### src/rtl/aer_sample_sequencer_pkg.sv
`default_nettype none
// ============================================================================
// Module      : aer_sample_sequencer_pkg
// Description : Shared constants for the AER sample sequencer: default bus
//               widths, the timestep-tick address and the state encodings of
//               the sequencer and of the 4-phase transmitter.
// Revision    : 1.0 - initial release
// ============================================================================
package aer_sample_sequencer_pkg;

  localparam int c_AER_WIDTH           = 12;
  localparam int c_PRE_NEUR_ADDR_WIDTH = 10;
  localparam int c_PRE_NEUR_DATA_WIDTH = 8;

  // End-of-timestep tick is the all-ones AER address.
  localparam logic [c_AER_WIDTH-1:0] c_TICK_ADDR = '1;

  // Sequencer states. The transmitter owns the REQ/REL phases, so the
  // sequencer only needs one "waiting on transmitter" state per traffic type.
  localparam logic [2:0] c_S_IDLE      = 3'd0;
  localparam logic [2:0] c_S_RD        = 3'd1;
  localparam logic [2:0] c_S_CMP       = 3'd2;
  localparam logic [2:0] c_S_EV        = 3'd3;
  localparam logic [2:0] c_S_TK        = 3'd4;
  localparam logic [2:0] c_S_WAIT_DONE = 3'd5;
  localparam logic [2:0] c_S_DONE      = 3'd6;

  // 4-phase transmitter states.
  localparam logic [1:0] c_TX_IDLE = 2'd0;
  localparam logic [1:0] c_TX_REQ  = 2'd1;
  localparam logic [1:0] c_TX_REL  = 2'd2;

endpackage
`default_nettype wire

### src/rtl/aer_sample_sequencer_if.sv
`default_nettype none
// ============================================================================
// Module      : aer_sample_sequencer_if
// Description : Link between the sequencer and the SNN core: AER input bus,
//               held sample attributes and sample-finish/goodness return.
// Ports       : AERIN_ADDR/AERIN_REQ/AERIN_ACK - 4-phase AER event bus
//               IS_POS/IS_TRAIN                - held sample attributes
//               CORE_DONE/CORE_GOODNESS        - core sample-finish result
//               modport master = sequencer side, slave = core side
// Revision    : 1.0 - initial release
// ============================================================================
interface aer_sample_sequencer_if
  import aer_sample_sequencer_pkg::*;
#(
  parameter int AER_WIDTH = c_AER_WIDTH
);
  logic [AER_WIDTH-1:0] AERIN_ADDR;
  logic                 AERIN_REQ;
  logic                 AERIN_ACK;
  logic                 IS_POS;
  logic                 IS_TRAIN;
  logic                 CORE_DONE;
  logic [31:0]          CORE_GOODNESS;

  modport master (
    output AERIN_ADDR, AERIN_REQ, IS_POS, IS_TRAIN,
    input  AERIN_ACK, CORE_DONE, CORE_GOODNESS
  );

  modport slave (
    input  AERIN_ADDR, AERIN_REQ, IS_POS, IS_TRAIN,
    output AERIN_ACK, CORE_DONE, CORE_GOODNESS
  );
endinterface
`default_nettype wire

### src/rtl/aer_sample_sequencer_aer_4phase_tx.sv
`default_nettype none
// ============================================================================
// Module      : aer_4phase_tx
// Description : 4-phase AER transmitter. A send pulse captures the address
//               and raises REQ; ACK high drops REQ; ACK low completes with a
//               one-cycle done pulse. A new send may be accepted in the
//               completing cycle so back-to-back transfers lose no cycle.
// Ports       : clk, rst         - clock, synchronous active-high reset
//               i_send, i_addr   - start a transfer with this address
//               i_abort          - return to idle immediately, REQ low
//               i_ack            - AER acknowledge
//               o_req, o_addr    - AER request and address
//               o_done           - transfer complete (ACK released)
//               o_stage          - current transmitter state
// Revision    : 1.0 - initial release
// ============================================================================
module aer_4phase_tx
  import aer_sample_sequencer_pkg::*;
#(
  parameter int AW = c_AER_WIDTH
) (
  input  logic          clk,
  input  logic          rst,
  input  logic          i_send,
  input  logic          i_abort,
  input  logic [AW-1:0] i_addr,
  input  logic          i_ack,
  output logic          o_req,
  output logic [AW-1:0] o_addr,
  output logic          o_done,
  output logic [1:0]    o_stage
);

  logic [1:0]    r_state;
  logic [AW-1:0] r_addr;

  always_ff @(posedge clk) begin
    if (rst) begin
      r_state <= c_TX_IDLE;
      r_addr  <= '0;
    end else if (i_abort) begin
      r_state <= c_TX_IDLE;
    end else begin
      case (r_state)
        c_TX_IDLE: begin
          if (i_send) begin
            r_addr  <= i_addr;
            r_state <= c_TX_REQ;
          end
        end
        // An ACK already high on entry still leaves REQ up for this cycle.
        c_TX_REQ: begin
          if (i_ack) r_state <= c_TX_REL;
        end
        c_TX_REL: begin
          if (!i_ack) begin
            if (i_send) begin
              r_addr  <= i_addr;
              r_state <= c_TX_REQ;
            end else begin
              r_state <= c_TX_IDLE;
            end
          end
        end
        default: r_state <= c_TX_IDLE;
      endcase
    end
  end

  assign o_req   = (r_state == c_TX_REQ);
  assign o_addr  = r_addr;
  assign o_done  = (r_state == c_TX_REL) && !i_ack;
  assign o_stage = r_state;

endmodule
`default_nettype wire

### src/rtl/aer_sample_sequencer.sv
`default_nettype none
// ============================================================================
// Module      : aer_sample_sequencer
// Description : Streams one rate-coded sample into the SNN core. For each
//               timestep t it scans every input neuron, emitting an AER event
//               when its spike count exceeds t, then emits a tick (all-ones
//               address). After the last timestep it waits for the core's
//               sample-finish and captures the goodness value.
// Option      : AER_WATCHDOG_EN - handshake/finish watchdog driving AER_ERR;
//               without it AER_ERR is 0 and all waits are unbounded.
// Ports       : CLK, RST            - clock, synchronous active-high reset
//               START/POS_IN/TRAIN_IN - host sample request and attributes
//               BUSY, SAMPLE_DONE   - sample in progress / completion pulse
//               GOODNESS_OUT        - captured core goodness
//               CNT_RD_*            - spike-count RAM read port (1-cycle)
//               AER_ERR             - sticky watchdog error
//               aer                 - core link (AER bus, attributes, finish)
// Revision    : 1.0 - initial release
// ============================================================================
module aer_sample_sequencer
  import aer_sample_sequencer_pkg::*;
#(
  parameter int TIME_STEP           = 8,
  parameter int INPUT_NEURON        = 784,
  parameter int AER_WIDTH           = c_AER_WIDTH,
  parameter int PRE_NEUR_ADDR_WIDTH = c_PRE_NEUR_ADDR_WIDTH,
  parameter int PRE_NEUR_DATA_WIDTH = c_PRE_NEUR_DATA_WIDTH,
  parameter int TIMEOUT_CYCLES      = 1024
) (
  input  logic                           CLK,
  input  logic                           RST,
  input  logic                           START,
  input  logic                           POS_IN,
  input  logic                           TRAIN_IN,
  output logic                           BUSY,
  output logic                           SAMPLE_DONE,
  output logic [31:0]                    GOODNESS_OUT,
  output logic                           CNT_RD_EN,
  output logic [PRE_NEUR_ADDR_WIDTH-1:0] CNT_RD_ADDR,
  input  logic [PRE_NEUR_DATA_WIDTH-1:0] CNT_RD_DATA,
  output logic                           AER_ERR,
  aer_sample_sequencer_if.master         aer
);

  localparam int c_T_W = (TIME_STEP > 1) ? $clog2(TIME_STEP) : 1;

  logic [2:0]                     r_state;
  logic [c_T_W-1:0]               r_t;
  logic [PRE_NEUR_ADDR_WIDTH-1:0] r_idx;
  logic                           r_is_pos;
  logic                           r_is_train;
  logic [31:0]                    r_goodness;
  logic                           r_done_seen;
  logic [31:0]                    r_early_good;

  logic                 w_fire;
  logic                 w_last_idx;
  logic                 w_last_t;
  logic                 w_send;
  logic [AER_WIDTH-1:0] w_tx_addr;
  logic                 w_tx_req;
  logic [AER_WIDTH-1:0] w_tx_aer_addr;
  logic                 w_tx_done;
  logic [1:0]           w_tx_stage;
  logic                 w_timeout;

  assign w_fire     = 32'(CNT_RD_DATA) > 32'(r_t);
  assign w_last_idx = (32'(r_idx) == INPUT_NEURON - 1);
  assign w_last_t   = (32'(r_t) == TIME_STEP - 1);

  // A tick is launched either straight from CMP (last neuron silent) or
  // chained onto the completing event of the last neuron.
  assign w_send = ((r_state == c_S_CMP) && (w_fire || w_last_idx)) ||
                  ((r_state == c_S_EV) && w_tx_done && w_last_idx);
  assign w_tx_addr = ((r_state == c_S_CMP) && w_fire) ? AER_WIDTH'(r_idx)
                                                      : {AER_WIDTH{1'b1}};

  aer_4phase_tx #(
    .AW(AER_WIDTH)
  ) u_tx (
    .clk     (CLK),
    .rst     (RST),
    .i_send  (w_send),
    .i_abort (w_timeout),
    .i_addr  (w_tx_addr),
    .i_ack   (aer.AERIN_ACK),
    .o_req   (w_tx_req),
    .o_addr  (w_tx_aer_addr),
    .o_done  (w_tx_done),
    .o_stage (w_tx_stage)
  );

  always_ff @(posedge CLK) begin
    if (RST) begin
      r_state      <= c_S_IDLE;
      r_t          <= '0;
      r_idx        <= '0;
      r_is_pos     <= 1'b0;
      r_is_train   <= 1'b0;
      r_goodness   <= '0;
      r_done_seen  <= 1'b0;
      r_early_good <= '0;
    end else begin
      // Core may finish before the scan does; remember it and its result.
      if (aer.CORE_DONE && (r_state != c_S_IDLE) &&
          (r_state != c_S_WAIT_DONE) && (r_state != c_S_DONE)) begin
        r_done_seen  <= 1'b1;
        r_early_good <= aer.CORE_GOODNESS;
      end

      case (r_state)
        c_S_IDLE: begin
          if (START) begin
            r_is_pos    <= POS_IN;
            r_is_train  <= TRAIN_IN;
            r_t         <= '0;
            r_idx       <= '0;
            r_done_seen <= 1'b0;
            r_state     <= c_S_RD;
          end
        end
        c_S_RD: r_state <= c_S_CMP;
        c_S_CMP: begin
          if (w_fire)           r_state <= c_S_EV;
          else if (w_last_idx)  r_state <= c_S_TK;
          else begin
            r_idx   <= r_idx + 1'b1;
            r_state <= c_S_RD;
          end
        end
        c_S_EV: begin
          if (w_tx_done) begin
            if (w_last_idx) r_state <= c_S_TK;
            else begin
              r_idx   <= r_idx + 1'b1;
              r_state <= c_S_RD;
            end
          end
        end
        c_S_TK: begin
          if (w_tx_done) begin
            if (w_last_t) r_state <= c_S_WAIT_DONE;
            else begin
              r_t     <= r_t + 1'b1;
              r_idx   <= '0;
              r_state <= c_S_RD;
            end
          end
        end
        c_S_WAIT_DONE: begin
          if (aer.CORE_DONE) begin
            r_goodness <= aer.CORE_GOODNESS;
            r_state    <= c_S_DONE;
          end else if (r_done_seen) begin
            r_goodness <= r_early_good;
            r_state    <= c_S_DONE;
          end
        end
        c_S_DONE: r_state <= c_S_IDLE;
        default:  r_state <= c_S_IDLE;
      endcase

      if (w_timeout) r_state <= c_S_IDLE;
    end
  end

`ifdef AER_WATCHDOG_EN
  logic [15:0] r_wd_cnt;
  logic [2:0]  r_state_q;
  logic [1:0]  r_tx_q;
  logic        r_aer_err;
  logic        w_wd_active;
  logic        w_same;
  logic [15:0] w_wd_eff;

  // Count cycles spent in the current (sequencer, transmitter) state pair;
  // any change of either restarts the count.
  assign w_wd_active = (r_state == c_S_EV) || (r_state == c_S_TK) ||
                       (r_state == c_S_WAIT_DONE);
  assign w_same      = (r_state == r_state_q) && (w_tx_stage == r_tx_q);
  assign w_wd_eff    = w_same ? r_wd_cnt : 16'd0;
  assign w_timeout   = w_wd_active && (32'(w_wd_eff) == TIMEOUT_CYCLES - 1);

  always_ff @(posedge CLK) begin
    if (RST) begin
      r_wd_cnt  <= '0;
      r_state_q <= c_S_IDLE;
      r_tx_q    <= c_TX_IDLE;
      r_aer_err <= 1'b0;
    end else begin
      r_state_q <= r_state;
      r_tx_q    <= w_tx_stage;
      r_wd_cnt  <= w_wd_active ? (w_wd_eff + 16'd1) : 16'd0;
      if (w_timeout)                        r_aer_err <= 1'b1;
      else if ((r_state == c_S_IDLE) && START) r_aer_err <= 1'b0;
    end
  end

  assign AER_ERR = r_aer_err;
`else
  logic w_unused_wd;
  assign w_unused_wd = (TIMEOUT_CYCLES != 0) ^ (^w_tx_stage);
  assign w_timeout   = 1'b0;
  assign AER_ERR     = 1'b0;
`endif

  assign BUSY           = (r_state != c_S_IDLE);
  assign SAMPLE_DONE    = (r_state == c_S_DONE);
  assign GOODNESS_OUT   = r_goodness;
  assign CNT_RD_EN      = (r_state == c_S_RD);
  assign CNT_RD_ADDR    = r_idx;
  assign aer.AERIN_REQ  = w_tx_req;
  assign aer.AERIN_ADDR = w_tx_aer_addr;
  assign aer.IS_POS     = r_is_pos;
  assign aer.IS_TRAIN   = r_is_train;

endmodule
`default_nettype wire

### src/flat_wrapper.sv
// flat-port wrapper written by rule: the top's interface ports become plain ports
module aer_sample_sequencer_flat import aer_sample_sequencer_pkg::*;
#(
  parameter int TIME_STEP           = 8,
  parameter int INPUT_NEURON        = 784,
  parameter int AER_WIDTH           = c_AER_WIDTH,
  parameter int PRE_NEUR_ADDR_WIDTH = c_PRE_NEUR_ADDR_WIDTH,
  parameter int PRE_NEUR_DATA_WIDTH = c_PRE_NEUR_DATA_WIDTH,
  parameter int TIMEOUT_CYCLES      = 1024
)
  (CLK, RST, START, POS_IN, TRAIN_IN, BUSY, SAMPLE_DONE, GOODNESS_OUT, CNT_RD_EN, CNT_RD_ADDR, CNT_RD_DATA, AER_ERR, aer_AERIN_ADDR, aer_AERIN_REQ, aer_IS_POS, aer_IS_TRAIN, aer_AERIN_ACK, aer_CORE_DONE, aer_CORE_GOODNESS);
  aer_sample_sequencer_if #(.AER_WIDTH(AER_WIDTH)) aer_i ();
  input  logic CLK;
  input  logic RST;
  input  logic START;
  input  logic POS_IN;
  input  logic TRAIN_IN;
  output logic BUSY;
  output logic SAMPLE_DONE;
  output logic [31:0] GOODNESS_OUT;
  output logic CNT_RD_EN;
  output logic [PRE_NEUR_ADDR_WIDTH-1:0] CNT_RD_ADDR;
  input  logic [PRE_NEUR_DATA_WIDTH-1:0] CNT_RD_DATA;
  output logic AER_ERR;
  output wire logic [$bits(aer_i.AERIN_ADDR)-1:0] aer_AERIN_ADDR;
  output wire logic [$bits(aer_i.AERIN_REQ)-1:0] aer_AERIN_REQ;
  output wire logic [$bits(aer_i.IS_POS)-1:0] aer_IS_POS;
  output wire logic [$bits(aer_i.IS_TRAIN)-1:0] aer_IS_TRAIN;
  input wire logic [$bits(aer_i.AERIN_ACK)-1:0] aer_AERIN_ACK;
  input wire logic [$bits(aer_i.CORE_DONE)-1:0] aer_CORE_DONE;
  input wire logic [$bits(aer_i.CORE_GOODNESS)-1:0] aer_CORE_GOODNESS;
  assign aer_AERIN_ADDR = aer_i.AERIN_ADDR;
  assign aer_AERIN_REQ = aer_i.AERIN_REQ;
  assign aer_IS_POS = aer_i.IS_POS;
  assign aer_IS_TRAIN = aer_i.IS_TRAIN;
  assign aer_i.AERIN_ACK = aer_AERIN_ACK;
  assign aer_i.CORE_DONE = aer_CORE_DONE;
  assign aer_i.CORE_GOODNESS = aer_CORE_GOODNESS;
  aer_sample_sequencer #(.TIME_STEP(TIME_STEP), .INPUT_NEURON(INPUT_NEURON), .AER_WIDTH(AER_WIDTH), .PRE_NEUR_ADDR_WIDTH(PRE_NEUR_ADDR_WIDTH), .PRE_NEUR_DATA_WIDTH(PRE_NEUR_DATA_WIDTH), .TIMEOUT_CYCLES(TIMEOUT_CYCLES)) u_core (.CLK(CLK), .RST(RST), .START(START), .POS_IN(POS_IN), .TRAIN_IN(TRAIN_IN), .BUSY(BUSY), .SAMPLE_DONE(SAMPLE_DONE), .GOODNESS_OUT(GOODNESS_OUT), .CNT_RD_EN(CNT_RD_EN), .CNT_RD_ADDR(CNT_RD_ADDR), .CNT_RD_DATA(CNT_RD_DATA), .AER_ERR(AER_ERR), .aer(aer_i));
endmodule
### config.mk
export PLATFORM = sky130hd
export DESIGN_NAME = aer_sample_sequencer_flat
export DESIGN_NICKNAME = d
export VERILOG_FILES = /design/src/rtl/aer_sample_sequencer_pkg.sv /design/src/rtl/aer_sample_sequencer_if.sv /design/src/rtl/aer_sample_sequencer_aer_4phase_tx.sv /design/src/rtl/aer_sample_sequencer.sv /design/src/flat_wrapper.sv
export SDC_FILE = /design/constraint.sdc
export NUM_CORES = 1
export LEC_CHECK = 0
export ABC_AREA = 1
export BUFFER_PORTS_ARGS = -buffer_cell sky130_fd_sc_hd__buf_2
export CAP_MARGIN = 20
export CORE_ASPECT_RATIO = 1.5
export CORE_MARGIN = 4
export CORE_UTILIZATION = 35
export CTS_CLUSTER_SIZE = 20
export DETAILED_ROUTE_END_ITERATION = 10
export PLACE_DENSITY_LB_ADDON = 0.1
export SETUP_SLACK_MARGIN = 0.05
export SYNTH_ARGS = -nofsm -noshare
export SYNTH_HDL_FRONTEND = slang
export SYNTH_SLANG_ARGS = --single-unit
### constraint.sdc
create_clock -name CLK -period 2.1 [get_ports CLK]
set_input_delay 0 -clock CLK [delete_from_list [all_inputs] [get_ports CLK]]
set_output_delay 0 -clock CLK [all_outputs]
set_load 0.1 [all_outputs]
Yosys cells after proc, flatten, opt, wreduce, memory -nomap -nowiden
Cells that the tools add are included.
- register bits: 97
- bits in latches: 0
- RAM bits: 0
- bits in read-only memories: 0
- input bits: 47
- output and inout bits: 61
- logic and storage cells: 93
- memories: 0
- add/subtract/negate cells: 2
- $mul: 0
- div/mod/pow operators: 0
- magnitude comparators: 1
- equality and inequality tests: 21
- shift operators: 0
- multiplexer cells: 34
- bitwise gates (word level): 0
- reduce and logical (&&, ||, !) cells: 25
- operators by type and width (operator ; number):
    $mux 32 ; 2
    $mux 10 ; 6
    $pmux 10 s4 ; 1
    $mux 12 ; 3
    $mux 3 ; 11
    $pmux 12 s2 ; 1
    $pmux 3 s6 ; 1
    $eq 3x3->1 const B ; 4
    $add 10x1->10 const B ; 1
    $eq 10x10->1 const B ; 1
    $ne 2x2->1 const B ; 5
    $gt 8x3->1 ; 1
    $logic_and 1x1->1 ; 8
    $reduce_and 4->1 ; 2
    $eq 3x2->1 const B ; 2
    $mux 2 ; 3
    $ne 2x1->1 const B ; 3
    $ne 3x3->1 const B ; 2
    $pmux 2 s3 ; 1
    $pmux 3 s2 ; 1
    $reduce_and 2->1 ; 3
    $reduce_and 6->1 ; 1
    $reduce_bool 2->1 ; 3
    $mux 1 ; 4
    12 further kinds ; 13

Depth between registers and ports, before layout
- depth in word-level cells: 8
- depth in mapped cells: 14
- gate-level depth less buffers: 14

Cells and area by module
From an unflattened synthesis, not the netlist that was laid out.
- cells, all modules: 666
- area total of the unflattened synthesis: 4560.6 um^2
- by module, submodules not included (module ; instances ; cells an instance ; area each (um^2)):
    aer_sample_sequencer ; 1 ; 546 ; 3822.4
    aer_4phase_tx ; 1 ; 120 ; 738.2

Worst setup path before layout
OpenSTA, ideal clock, no wires.
- path kind: reg-to-reg
- from: register u_core.r_idx[1] (netlist: u_core.CNT_RD_ADDR[1])
- to: register u_core.u_tx.r_addr[1] (netlist: u_core.u_tx.o_addr[1])
- library setup time: 113 ps
- arrival time: 2245 ps
- required time: 1987 ps
- setup slack: -257 ps
- stages on the path, launching flop included: 12
- cell sequence: dfxtp_1 ha_1 inv_1 nor2_4 inv_2 nor2_4 nand2_1 nand3_2 nand2_2 buf_2 nor2_1 nor2_1
- cells in the longest elaborated chain, start to end: 7
- RTL lines (what ; RTL line ; text):
    start, declared ; aer_sample_sequencer.sv:49 ; logic [PRE_NEUR_ADDR_WIDTH-1:0] r_idx;
    start signal, assigned ; aer_sample_sequencer.sv:127 ; r_idx <= r_idx + 1'b1;
    start signal, assigned ; aer_sample_sequencer.sv:135 ; r_idx <= r_idx + 1'b1;
    $eq 10x10->1 ; aer_sample_sequencer.sv:68 ; assign w_last_idx = (32'(r_idx) == INPUT_NEURON - 1);
    $logic_or 1x1->1 ; aer_sample_sequencer.sv:73 ; assign w_send = ((r_state == c_S_CMP) && (w_fire || w_last_idx)) ||
    $logic_and 1x1->1 ; aer_sample_sequencer.sv:73 ;
    $logic_or 1x1->1 ; aer_sample_sequencer.sv:73 ;
    $mux 12 (*) ; aer_sample_sequencer_aer_4phase_tx.sv:46, aer_sample_sequencer_aer_4phase_tx.sv:57 ;
    $mux 12 ; aer_sample_sequencer_aer_4phase_tx.sv:56 ; if (!i_ack) begin
    $pmux 12 s2 (*) ; aer_sample_sequencer_aer_4phase_tx.sv:44 ; case (r_state)
    end signal, assigned ; aer_sample_sequencer_aer_4phase_tx.sv:47 ; r_addr <= i_addr;
    end signal, assigned ; aer_sample_sequencer_aer_4phase_tx.sv:58 ; r_addr <= i_addr;
    end, declared ; aer_sample_sequencer_aer_4phase_tx.sv:35 ; logic [AW-1:0] r_addr;
Every way passes the cells marked *; elsewhere a longest branch is shown, timed or not. The select of a mux whose other input is x is not followed.
A chain may end at the register's enable or synchronous reset.

Worst setup path after layout
- from: register u_core.r_t[1]
- to: register u_core.u_tx.r_addr[7] (netlist: u_core.u_tx.o_addr[7])
- cells in the longest elaborated chain, start to end: 7
- RTL lines (what ; RTL line ; text):
    start, declared ; aer_sample_sequencer.sv:48 ; logic [c_T_W-1:0] r_t;
    start signal, assigned ; aer_sample_sequencer.sv:144 ; r_t <= r_t + 1'b1;
    $gt 8x3->1 (*) ; aer_sample_sequencer.sv:67 ; assign w_fire = 32'(CNT_RD_DATA) > 32'(r_t);
    $logic_or 1x1->1 ; aer_sample_sequencer.sv:73 ;
    $logic_and 1x1->1 ; aer_sample_sequencer.sv:73 ;
    $logic_or 1x1->1 ; aer_sample_sequencer.sv:73 ;
    $mux 12 (*) ; aer_sample_sequencer_aer_4phase_tx.sv:46, aer_sample_sequencer_aer_4phase_tx.sv:57 ;
    $mux 12 ; aer_sample_sequencer_aer_4phase_tx.sv:56 ;
    $pmux 12 s2 (*) ; aer_sample_sequencer_aer_4phase_tx.sv:44 ;
Marked as above.

==> run_results.csv <==
group,metric,value,unit
critical_path,reg2reg_depth,11,
synthesis,synth_nets,695,
cells_and_area,multi_input_area,2090,µm²
sta,layout_setup_ws,0.244,ns
sta,fin_setup_tns,0,ns
routing,drtIter0Drc,199,
critical_path,crit_start,"u_core.r_t[1]",
cts,clk_pin_slew,0.07,ns
critical_path,crit_required,2.34,ns
floorplan,initial_core_util,0.363,
routing,wl_met3,629,µm
synthesis,ys_types,28,
critical_path,worst_r2r_endpoint,"u_core.u_tx.o_addr[7]",
grt,grt_pass1_vias,4414,
routing,drtPass1Iterations,4,
placed_design,place_congestion,0.831,
routing,m1WireLength,5230,µm
synthesis,seq_area_frac_synth,0.436,
synthesis,synth_area_per_cell,6.86,µm²
critical_path,crit_path_max_incr_delay,0.35,ns
cells_and_area,layout-drive-gt1-share,0.205,
cts,clock-root-buffer,"clkbuf_16",
placed_design,hpwl,8750,µm
cells_and_area,final_common_cell,"nand2_1",
synthesis,yosysTopAreaCell,"dfxtp_1",
synthesis,ys_ff_latch,96,
routing,route.top_layer_used,"met4",
grt,antenna_found_initial,0,
critical_path,cp-start-kind,"register",
power,power_leakage,2.55,nW
cts,cts_max_path_buffers,2,
grt,grt_max_degree,65,
critical_path,path_cells,"inv_1 -> ha_1 -> nand2_1 -> nand2_1 -> nand2_1 -> nand2_1 -> nand3_1 -> inv_1 -> nand2_1 -> nor2_1 -> nor2_1",
critical_path,critPathSlowestCell,"inv_1",
routing,drc,0,
sta,finalSetupViolCount,0,
cts,tritoncts,"built",
critical_path,critPathMaxFanout,12,
cells_and_area,nNetsFinal,820,
hold_path,hold_start,"aer_CORE_DONE",
critical_path,path_buf_inv,2,
routing,wl,12400,µm
hold_path,hold_class,"input pin to register",
floorplan,dieHeight,145,µm
placed_design,numPortBuffers,106,
cts,cts.sinks,96,
critical_path,path_depth,11,
cells_and_area,diodes,0,
sta,final_max_slew_viol_count,0,
cells_and_area,fillers,1262,
cells_and_area,final_cell_count_no_fill,925,
cts,h-tree-depth,3,
power,power_density,1190,nW/µm²
critical_path,worst_setup_path_end_kind,"register",
floorplan,dieArea,14500,µm²
critical_path,critPathKind,"register to register",
cts,numCtsBuffers,9,
routing,wl_per_cell,13.4,µm
power,ir_drop,0.000521,V
routing,viasPerCell,4.86,
critical_path,worst-r2r-setup-slack,0.24,ns
cells_and_area,layout_common_cells,"nand2_1, nor2_1, buf_2, dfxtp_1, o21ai_0",
critical_path,endpoint,"u_core.u_tx.o_addr[7]",
grt,gr-total-overflow,0,
synthesis,synth_cells,642,
sta,grt_setup_unrepaired,"yes",
placed_design,dp_cells,874,
synthesis,synthesis.area,4410,µm²
status,outcome,"completed",
synthesis,ys.flop_type,"dfxtp_1",
synthesis,yosys_warnings,0,
floorplan,num_rows,49,
sta,timing.final.crit_share,0.884,
synthesis,synth_edf_count,0,
cells_and_area,ff_latch_area,1930,µm²
floorplan,ios,108,
cts,clock_latency,0.34,ns
critical_path,r2r-start,"u_core.r_t[1]",
critical_path,crit_family,"simple AND/OR/NAND/NOR gates",
sta,max_freq,539,MHz
synthesis,synthTopCellsByArea,"dfxtp_1, nand2_1, nor2_1",
critical_path,cp.arrival,2.09,ns
critical_path,worst_path_most_repeated_cell,"nand2_1",
sta,slew_headroom,0.657,
routing,num_vias,4500,
floorplan,coreArea,12100,µm²
synthesis,synth_top_area_share,0.436,
grt,grt_pass1_wl,20600,µm
sta,finalClockSkew,0.00586,ns
job,cap_viol_max_count,0,
routing,wl_met2,6410,µm
sta,hold_viol,0,
sta,period_needed,1.86,ns
cells_and_area,area_delta_synth_final,29.4,%
placed_design,post-place-ws,0.169,ns
routing,detail-route-antenna-nets,0,
sta,worst_slew_pin_slew,0.514,ns
floorplan,die_x,99.6,µm
synthesis,ys_async_sr_fraction,0,
grt,track_usage,0.173,
## worst register-to-register path, delay by kind of cell (launching register included)
kind | cells | cell delay, ns
and+or+nand+nor | 8 | 0.73
DFF | 1 | 0.33
buffers and inverters | 2 | 0.41
adders and majority gates | 1 | 0.29
## through the flow
stage | hold slack [ns] | utilization | cell area [µm²] | power (mW)
floorplan | 0.135 | - | 4420 | 4.55
global placement | 0.235 | 0.415 | 5030 | 5.03
detailed placement | 0.256 | 0.415 | 5030 | 5.08
CTS | 0.0493 | 0.469 | 5700 | 6.88
global route | 0.0794 | 0.470 | 5700 | 7.24
finish | 0.0605 | 0.470 | 5700 | 6.78
## cells by family after synthesis
family	after synthesis	synth area share
fa+ha+maj	6	0.0170
flops	96	0.436
buf+inv	91	0.0920
simple gates	318	0.290
compound gates	130	0.164
other cells	1	0.000851
## synthesized netlist by cell type, types with 4 or more instances
cell type,instances
o21ai_1,19
nand2_1,162
ha_1,6
nor2_1,117
nand4_1,6
a21oi_1,22
nand3_1,23
clkbuf_1,18
a31oi_1,32
buf_2,9
buf_6,4
a211oi_1,5
inv_1,46
dfxtp_1,96
buf_4,6
o21ai_0,50
inv_2,6
## flip-flops by register name (all words and copies together), names as in the netlist
register,count
u_core.GOODNESS_OUT,32
u_core.r_t,3
u_core.CNT_RD_ADDR,10
u_core.r_state,3
u_core.u_tx.o_stage,2
u_core.r_done_seen,1
u_core.aer.IS_POS,1
u_core.u_tx.o_addr,11
u_core.r_early_good,32
u_core.aer.IS_TRAIN,1
## cell type report
type                            instances  share of cell area
Clock buffer                           10              0.0419
Sequential cell                        96               0.338
Multi-Input combinational cell        455               0.366
Inverter                               52              0.0349
Timing Repair Buffer                  153               0.172
Clock inverter                          6              0.0132
Tap cell                              153              0.0336
## worst min-delay path by stage
| stage | end | cells past startpoint | slack (ns) |
|---|---|---|---|
| floorplan | u_core.aer.IS_POS | 2 | 0.13 |
| global placement | u_core.aer.IS_POS | 3 | 0.24 |
| detailed placement | u_core.aer.IS_POS | 3 | 0.26 |
| CTS | u_core.GOODNESS_OUT[24] | 3 | 0.05 |
| global route | u_core.GOODNESS_OUT[24] | 3 | 0.08 |
| finish | u_core.GOODNESS_OUT[24] | 3 | 0.06 |
## where the power goes
group          switching (mW)  total (mW)  leakage (nW)  internal (mW)
Sequential              0.209        2.37         0.783           2.16
Clock                   0.744        1.72         0.152          0.975
Combinational            2.04        2.70          1.62          0.657
Total                    3.00        6.78          2.55           3.79
## repair_timing
| action | CTS | global route |
|---|---|---|
| resized for setup | 0 | 1 |
| hold endpoints to repair | 68 | 0 |
| hold buffers | 35 | 0 |
| setup endpoints to repair | 0 | 10 |
| setup buffers | 0 | 0 |
## per-layer routing
| metal | track usage | up-vias |
|---|---|---|
| met1 | 0.204 | 2062 |
| met5 | 0 | - |
| li1 | - | 2319 |
| met4 | 0.0533 | 0 |
| met2 | 0.314 | 113 |
| met3 | 0.0278 | 6 |
(Power assumes the default switching activity.)
